File: src/rtl/reset_sequencer.sv
// reset_sequencer: staged board reset from button + filtered PLL lock; ports clk/rst, btn_rst_n, pll_locked -> stage_rst_n, sys_ready, state_o, lock_loss_cnt
module reset_sequencer #(
  parameter int STRETCH_CYCLES = 1000,
  parameter int NUM_STAGES     = 2,
  parameter int STAGE_GAP      = 16,
  parameter int LOCK_FILTER    = 8
) (
  input  logic                  clk,
  input  logic                  rst,
  input  logic                  btn_rst_n,
  input  logic                  pll_locked,
  output logic [NUM_STAGES-1:0] stage_rst_n,
  output logic                  sys_ready,
  output logic [2:0]            state_o,
  output logic [3:0]            lock_loss_cnt
);
  localparam int SW = $clog2(STRETCH_CYCLES + 1);
  localparam int GW = $clog2(STAGE_GAP + 1);
  localparam int FW = $clog2(LOCK_FILTER + 1);
  localparam logic [SW-1:0] STR_LAST = SW'(STRETCH_CYCLES - 1);
  localparam logic [GW-1:0] GAP_LAST = GW'(STAGE_GAP - 1);
  localparam logic [FW-1:0] FILT_MAX = FW'(LOCK_FILTER);
  typedef enum logic [2:0] {HOLD = 3'd0, WAIT_LOCK = 3'd1, STRETCH = 3'd2, STAGE = 3'd3, RUN = 3'd4} state_t;
  state_t                state_q, state_d;
  logic                  sync1_q, locked_s_q;
  logic [FW-1:0]         filt_cnt_q, filt_cnt_d;
  logic [SW-1:0]         str_cnt_q, str_cnt_d;
  logic [GW-1:0]         gap_cnt_q, gap_cnt_d;
  logic [NUM_STAGES-1:0] stage_q, stage_d;
  logic                  ready_q, ready_d;
  logic [3:0]            loss_q, loss_d;
  logic                  lock_ok;
  assign lock_ok = filt_cnt_q == FILT_MAX;
  always_comb begin
    filt_cnt_d = !locked_s_q ? '0 : lock_ok ? filt_cnt_q : filt_cnt_q + FW'(1);
    state_d    = state_q;
    str_cnt_d  = str_cnt_q;
    gap_cnt_d  = gap_cnt_q;
    stage_d    = stage_q;
    ready_d    = ready_q;
    loss_d     = loss_q;
    if (!btn_rst_n && state_q != HOLD) begin
      state_d   = HOLD;
      str_cnt_d = '0;
      gap_cnt_d = '0;
      stage_d   = '0;
      ready_d   = 1'b0;
    end else if (!locked_s_q && (state_q == STRETCH || state_q == STAGE || state_q == RUN)) begin
      state_d   = WAIT_LOCK;
      str_cnt_d = '0;
      gap_cnt_d = '0;
      stage_d   = '0;
      ready_d   = 1'b0;
      loss_d    = &loss_q ? loss_q : loss_q + 4'd1;
    end else begin
      case (state_q)
        HOLD: state_d = btn_rst_n ? WAIT_LOCK : HOLD;
        WAIT_LOCK: begin
          state_d   = lock_ok ? STRETCH : WAIT_LOCK;
          str_cnt_d = '0;
        end
        STRETCH: begin
          state_d   = str_cnt_q == STR_LAST ? STAGE : STRETCH;
          str_cnt_d = str_cnt_q == STR_LAST ? '0 : str_cnt_q + SW'(1);
          stage_d   = str_cnt_q == STR_LAST ? NUM_STAGES'(1) : '0;
          gap_cnt_d = '0;
        end
        STAGE: begin
          // Each gap expiry either releases the next bit (shift in a 1) or, once all are out, enters RUN.
          gap_cnt_d = gap_cnt_q == GAP_LAST ? '0 : gap_cnt_q + GW'(1);
          if (gap_cnt_q == GAP_LAST) begin
            state_d = &stage_q ? RUN : STAGE;
            ready_d = &stage_q;
            stage_d = (stage_q << 1) | NUM_STAGES'(1);
          end
        end
        RUN: begin
          stage_d = '1;
          ready_d = 1'b1;
        end
        default: state_d = HOLD;
      endcase
    end
  end
  always_ff @(posedge clk) begin
    if (rst) begin
      state_q    <= HOLD;
      sync1_q    <= 1'b0;
      locked_s_q <= 1'b0;
      filt_cnt_q <= '0;
      str_cnt_q  <= '0;
      gap_cnt_q  <= '0;
      stage_q    <= '0;
      ready_q    <= 1'b0;
      loss_q     <= '0;
    end else begin
      state_q    <= state_d;
      sync1_q    <= pll_locked;
      locked_s_q <= sync1_q;
      filt_cnt_q <= filt_cnt_d;
      str_cnt_q  <= str_cnt_d;
      gap_cnt_q  <= gap_cnt_d;
      stage_q    <= stage_d;
      ready_q    <= ready_d;
      loss_q     <= loss_d;
    end
  end
  assign stage_rst_n   = stage_q;
  assign sys_ready     = ready_q;
  assign state_o       = state_q;
  assign lock_loss_cnt = loss_q;
endmodule

File: config.mk
export PLATFORM = sky130hd
export DESIGN_NAME = reset_sequencer
export DESIGN_NICKNAME = d
export VERILOG_FILES = /design/src/rtl/reset_sequencer.sv
export SDC_FILE = /design/constraint.sdc
export NUM_CORES = 1
export LEC_CHECK = 0
export CAP_MARGIN = 20
export CORE_ASPECT_RATIO = 1.4
export CORE_MARGIN = 2
export CORE_UTILIZATION = 25
export CTS_BUF_LIST = sky130_fd_sc_hd__clkbuf_8 sky130_fd_sc_hd__clkbuf_16
export DETAILED_ROUTE_END_ITERATION = 7
export HOLD_SLACK_MARGIN = 0.12
export PLACE_DENSITY = 0.4
export SLEW_MARGIN = 20
export SYNTH_ARGS = -nofsm -noshare
export SYNTH_HDL_FRONTEND = slang
export SYNTH_SLANG_ARGS = --single-unit
File: constraint.sdc
create_clock -name clk -period 2.2 [get_ports clk]
set_input_delay 0.44 -clock clk [delete_from_list [all_inputs] [get_ports clk]]
set_output_delay 0.44 -clock clk [all_outputs]
set_load 0.1 [all_outputs]
======== Word level (Yosys, flattened, before mapping) ========
Cells that the tools add are included.
Widths: inputs -> output; s select.
storage, ports and cells
  output and inout bits ................... 10
  register bits ........................... 31
  word-level logic and storage cells ...... 66
operators by class
  eq/ne operators ......................... 10
  bitwise operators ....................... 4
  mux-type cells .......................... 16
  reductions and logical operators ........ 22
  add/subtract/negate cells ............... 4
operators by type and width
  kind                   count
  $pmux 10 s2            1
  $pmux 3 s5             1
  $add 10x1->10 const B  1
  $eq 10x10->1 const B   1
  $mux 10                1
  $pmux 5 s2             1
  $reduce_and 2->1       5
  $add 4x1->4 const B    2
  $eq 3x2->1 const B     2
  $mux 3                 2
  $pmux 2 s3             1
  $reduce_bool 2->1      3
  $reduce_bool 3->1      2
  $add 5x1->5 const B    1
  $eq 5x4->1 const B     1
  $mux 1                 5
  $mux 5                 1
  $eq 4x4->1 const B     1
  $mux 2                 2
  $ne 2x1->1 const B     2
  $not 1->1              4
  $reduce_and 4->1       1
  $reduce_or 2->1        2
  $eq 3x1->1 const B     1
  9 further kinds        12

======== Longest topological paths before layout ========
  depth in word-level cells ............... 6
  mapped depth ............................ 7
  depth with buffers taken out ............ 6

======== Worst setup path after synthesis ========
Ideal clock, no wire load.
  kind .................................... register to register
  from .................................... register state_q[2], in the netlist state_o[2]
  to ...................................... register loss_q[3], in the netlist lock_loss_cnt[3]
  setup time .............................. 67 ps
  arrival ................................. 2288 ps
  data required time ...................... 2133 ps
  path slack .............................. -155 ps
  buffers on the path ..................... 1
  cell stages (with the launch flop) ...... 7
  period minus slack after synthesis ...... 2355 ps
  path through ............................ dfxtp_1 -> buf_4 -> nor3b_1 -> o2111a_1 -> nand4_1 -> xor2_1 -> nor2_1
on the way
  cells in the longest elaborated chain, start to end .. 5
  elaborated cells on any way between the ends .. 10
  classes of those cells .................. eq/ne: 3; bitwise: 1; reduce/logical: 6
RTL lines
  what                           RTL line  source
  start: declaration             24        state_t state_q, state_d;
  start signal: assignment       97        state_q <= state_d;
  $eq 3x2->1                     48        end else if (!locked_s_q && (state_q == STRETCH || state_q == STAGE || state_q == RUN)) begin
  $logic_or 1x1->1 (2 in a row)  48
  $logic_and 1x1->1              48
  $reduce_and 3->1 (no line) *   -
  end signal: assignment         105       loss_q <= loss_d;
  end: declaration               31        logic [3:0] loss_q, loss_d;
Mark *: on every way between the ends. The rest lies on a longest branch, timed or not.
A chain may end at the register's enable or synchronous reset.

======== Worst setup path after layout ========
  from .................................... register str_cnt_q[0]
  to ...................................... register str_cnt_q[6]
on the way
  cells in the longest elaborated chain, start to end .. 3
  elaborated cells on any way between the ends .. 4
  classes of those cells .................. add/sub: 1; eq/ne: 1; mux: 2
RTL lines
  what                                           RTL line  source
  start: declaration                             27        logic [SW-1:0] str_cnt_q, str_cnt_d;
  start signal: assignment                       101       str_cnt_q <= str_cnt_d;
  $add 10x1->10 or $eq 10x10->1 (tied branches)  64        str_cnt_d = str_cnt_q == STR_LAST ? '0 : str_cnt_q + SW'(1);
  $mux 10 *                                      64
  $pmux 10 s2 *                                  56        case (state_q)
Marked as above.

==> flow_summary.yaml <==
power:
  pwr_density_cell_mw_per_mm2: 584.3
  leakagePower_nw: 0.6664
  ir_drop_uv: 388.8
  post-layout-total-power_mw: 1.094
timing:
  timing_max_transition_violations_final: 0
  finalSetupViolCount: 0
  finalClockSkew_ps: 9.899
  hold_viol: 0
  final.period_utilization_pct: 82.44
  final.setup.tns_ps: 0
  max_slew.worst_pin.slew_ps: 623.3
  timing.max_slew.rel_slack_pct: 57.99
  grt_setup_unrepaired: "false"
  holdWs_ps: 440.7
  maxClockFrequency_mhz: 551.4
  min_tclk_post_route_ps: 1814
  postLayoutSetupSlackWorst_ps: 386.3
cts:
  clk_pin_slew_worst_setup_hold_paths_ps: 70
  cts_tree: "built"
  post-cts-setup-buffers: 0
  worstSkewPairLatency_ps: 280
  htreeDepth: 2
  clock_sink_count: 31
  cts_inserted_buffers: 5
  clock_tree.buffer_depth: 2
  cts_stage_hold_buffer_count: 0
  cts.repair.resized: 0
  ctsRootBufferMaster: "clkbuf_8"
grt:
  global_route.overflow_total: 0
  grt.total_usage_pct: 12.45
  number_of_global_route_vias_before_repair: 1434
  antenna_found_initial: 0
  grt_max_degree: 22
  grt_first_pass_wirelength_um: 6837
placement:
  port-buffer-count: 13
  dp_hpwl_um: 2817
  detailedPlace.worstSlack_ps: 240.7
  numPlacedInstances: 276
  detailed_place.area_mm2: 0.001788
  routability_congestion_estimate: 0.7830
worst_hold_path:
  min_path_type: "flip-flop to flip-flop"
  hp-start: "sync1_q"
  timing.hold.worst_endpoint: "locked_s_q"
  hold_depth: 1
setup_path:
  cp.required_ps: 2380
  timing.critical_path.slowest_stage_cell: "dfxtp_1"
  register_to_register_path_setup_slack_ps: 390
  crit_type: "flip-flop to flip-flop"
  r2r-end: "str_cnt_q[6]"
  worst_r2r_startpoint: "str_cnt_q[0]"
  maximum_net_fanout_on_the_critical_path: 5
  setup.worst_path.end_class: "flip-flop"
  crit_path_start_kind: "flip-flop"
  worstPathCellList: "ha_1, nand2_1, nor3_1, buf_4, a21oi_1, o21ai_0, a311oi_1"
  worst_r2r_path_depth: 7
  max_stage_delay_ps: 350
  cp_data_arrival_time_ps: 1990
floorplanning:
  chipWidth_um: 70.90
  std_cell_rows: 34
  initial_utilization_pct: 25.57
  core_area_mm2: 0.006126
  io-pin-count: 14
  die-height_um: 97.66
  die_area_mm2: 0.006924
yosys:
  synth.cell_area_mm2: 0.001567
  synthesized_area_per_cell_um2: 8.033
  yosysWarningCount: 0
  synth-seq-area-share_pct: 39.62
  yosys_register_bits: 31
  netlist-cell-type-count: 40
  synth_nets: 204
  postSynthCellCount: 195
layout:
  layout_commonest_cell: "dfxtp_1"
  utilization_of_the_core_after_routing_pct: 30.58
  multi_input_area_um2: 887.1
  final_net_count: 220
  seq_area_um2: 624.3
  mostFrequentLayoutCells: "28 x dfxtp_1, 24 x nor2_1, 24 x a21oi_1, 20 x nand2_1, 13 x buf_4"
  area_growth_pct: 19.57
  final_layout_size_suffix_gt1_share_pct: 14.62
  number_of_antenna_diodes: 0
  instances_no_fill: 284
  finish.instance_area_mm2: 0.001873
  fillerInstances: 679
drt:
  drt_pass1_iterations: 4
  post-route-drc-count: 0
  drt-initial-drc-count: 62
  drt_via_density: 4.989
  totalWireLength_um: 3808
  drt.antenna.violating_nets: 0
  routed-via-count: 1417
  detail_route.wl_per_cell_um: 13.41
run_status:
  status: "finished, final reports clean"
job:
  cap_violations: 0
[how the worst max path moves through the flow]
stage                           startpoint                to
after floorplan           lock_loss_cnt[0]  lock_loss_cnt[3]
after global placement           btn_rst_n    stage_rst_n[0]
after detailed placement         btn_rst_n      gap_cnt_q[4]
after CTS                     str_cnt_q[0]      str_cnt_q[6]
after global routing          str_cnt_q[0]      str_cnt_q[6]
final                         str_cnt_q[0]      str_cnt_q[6]
[state kept, by name, summed over array words and instances, names as in the netlist]
name,flops
str_cnt_q,10
gap_cnt_q,5
filt_cnt_q,4
lock_loss_cnt,4
state_o,3
stage_rst_n,2
locked_s_q,1
sync1_q,1
sys_ready,1
[power by group]
group	switching, mW	total [mW]	internal, mW
sequential	0.0149	0.580	0.566
clock	0.216	0.432	0.216
combinational	0.0486	0.0819	0.0333
total	0.279	1.09	0.815
[worst max-delay path: cells and delay by family, from the launching register on]
kind                     cells  cell delay [ps]
AO/OA/AOI/OAI                3              780
adder cells (fa/ha/maj)      1              250
buffers and inverters        1              140
flip-flops                   1              350
AND/OR/NAND/NOR              2              170
[area by class of cell]
cell class,count,area share (%)
clock buffer,5,3.674
sequential,31,33.33
inverter,5,1.002
multi-input combinational,150,47.36
timing repair buffer,18,8.951
clock inverter,3,0.8684
tap,72,4.810
[per-layer routing]
layer / wire length [um] / track usage, % / vias to the layer above
met4: 110 / 6.241 / 0
met1: 1660 / 14.47 / 661
met5: 0 / 0 / -
li1: - / - / 726
met3: 103 / 2.282 / 8
met2: 1934 / 21.42 / 22
[cells in the mapped netlist]
| library cell | number | share of area (%) |
|---|---|---|
| a211oi_1 | 2 | 0.96 |
| a21oi_1 | 24 | 7.7 |
| a22oi_1 | 2 | 0.96 |
| a2bb2oi_1 | 1 | 0.56 |
| a311oi_1 | 1 | 0.56 |
| a31oi_1 | 4 | 1.6 |
| and2_1 | 1 | 0.40 |
| and3_1 | 4 | 1.6 |
| buf_1 | 1 | 0.24 |
| buf_2 | 2 | 0.64 |
| buf_4 | 1 | 0.48 |
| clkbuf_1 | 5 | 1.2 |
| dfxtp_1 | 31 | 40 |
| ha_1 | 5 | 4.0 |
| inv_1 | 5 | 1.2 |
| mux2i_1 | 2 | 1.3 |
| nand2_1 | 20 | 4.8 |
| nand2b_1 | 5 | 2.0 |
| nand3_1 | 12 | 3.8 |
| nand4_1 | 2 | 0.80 |
| nand4b_1 | 2 | 1.1 |
| nor2_1 | 24 | 5.8 |
| nor2b_1 | 2 | 0.80 |
| nor2b_4 | 1 | 0.88 |
| nor3_1 | 8 | 2.6 |
| nor3b_1 | 2 | 0.96 |
| nor3b_4 | 1 | 1.2 |
| nor4_1 | 1 | 0.40 |
| o2111a_1 | 1 | 0.72 |
| o211ai_1 | 1 | 0.48 |
| o21ai_0 | 6 | 1.9 |
| o221ai_1 | 1 | 0.56 |
| o22ai_1 | 1 | 0.40 |
| o311ai_0 | 1 | 0.56 |
| o32ai_1 | 1 | 0.56 |
| o41ai_2 | 1 | 1.0 |
| or2_2 | 3 | 1.2 |
| or4b_1 | 1 | 0.64 |
| xnor2_1 | 3 | 1.7 |
| xor2_1 | 4 | 2.2 |
[logic make-up after synthesis]
group                      after synthesis  share of synthesized area (%)
muxes                                    2                          1.278
DFF                                     31                          39.62
buffers and inverters                   14                          3.754
xor gates and xnor gates                 7                          3.914
and+or+nand+nor                         89                          28.91
adders and majority gates                5                          3.994
AOI/OAI and AO/OA                       47                          18.53
Power figures use the tool's default switching activity.
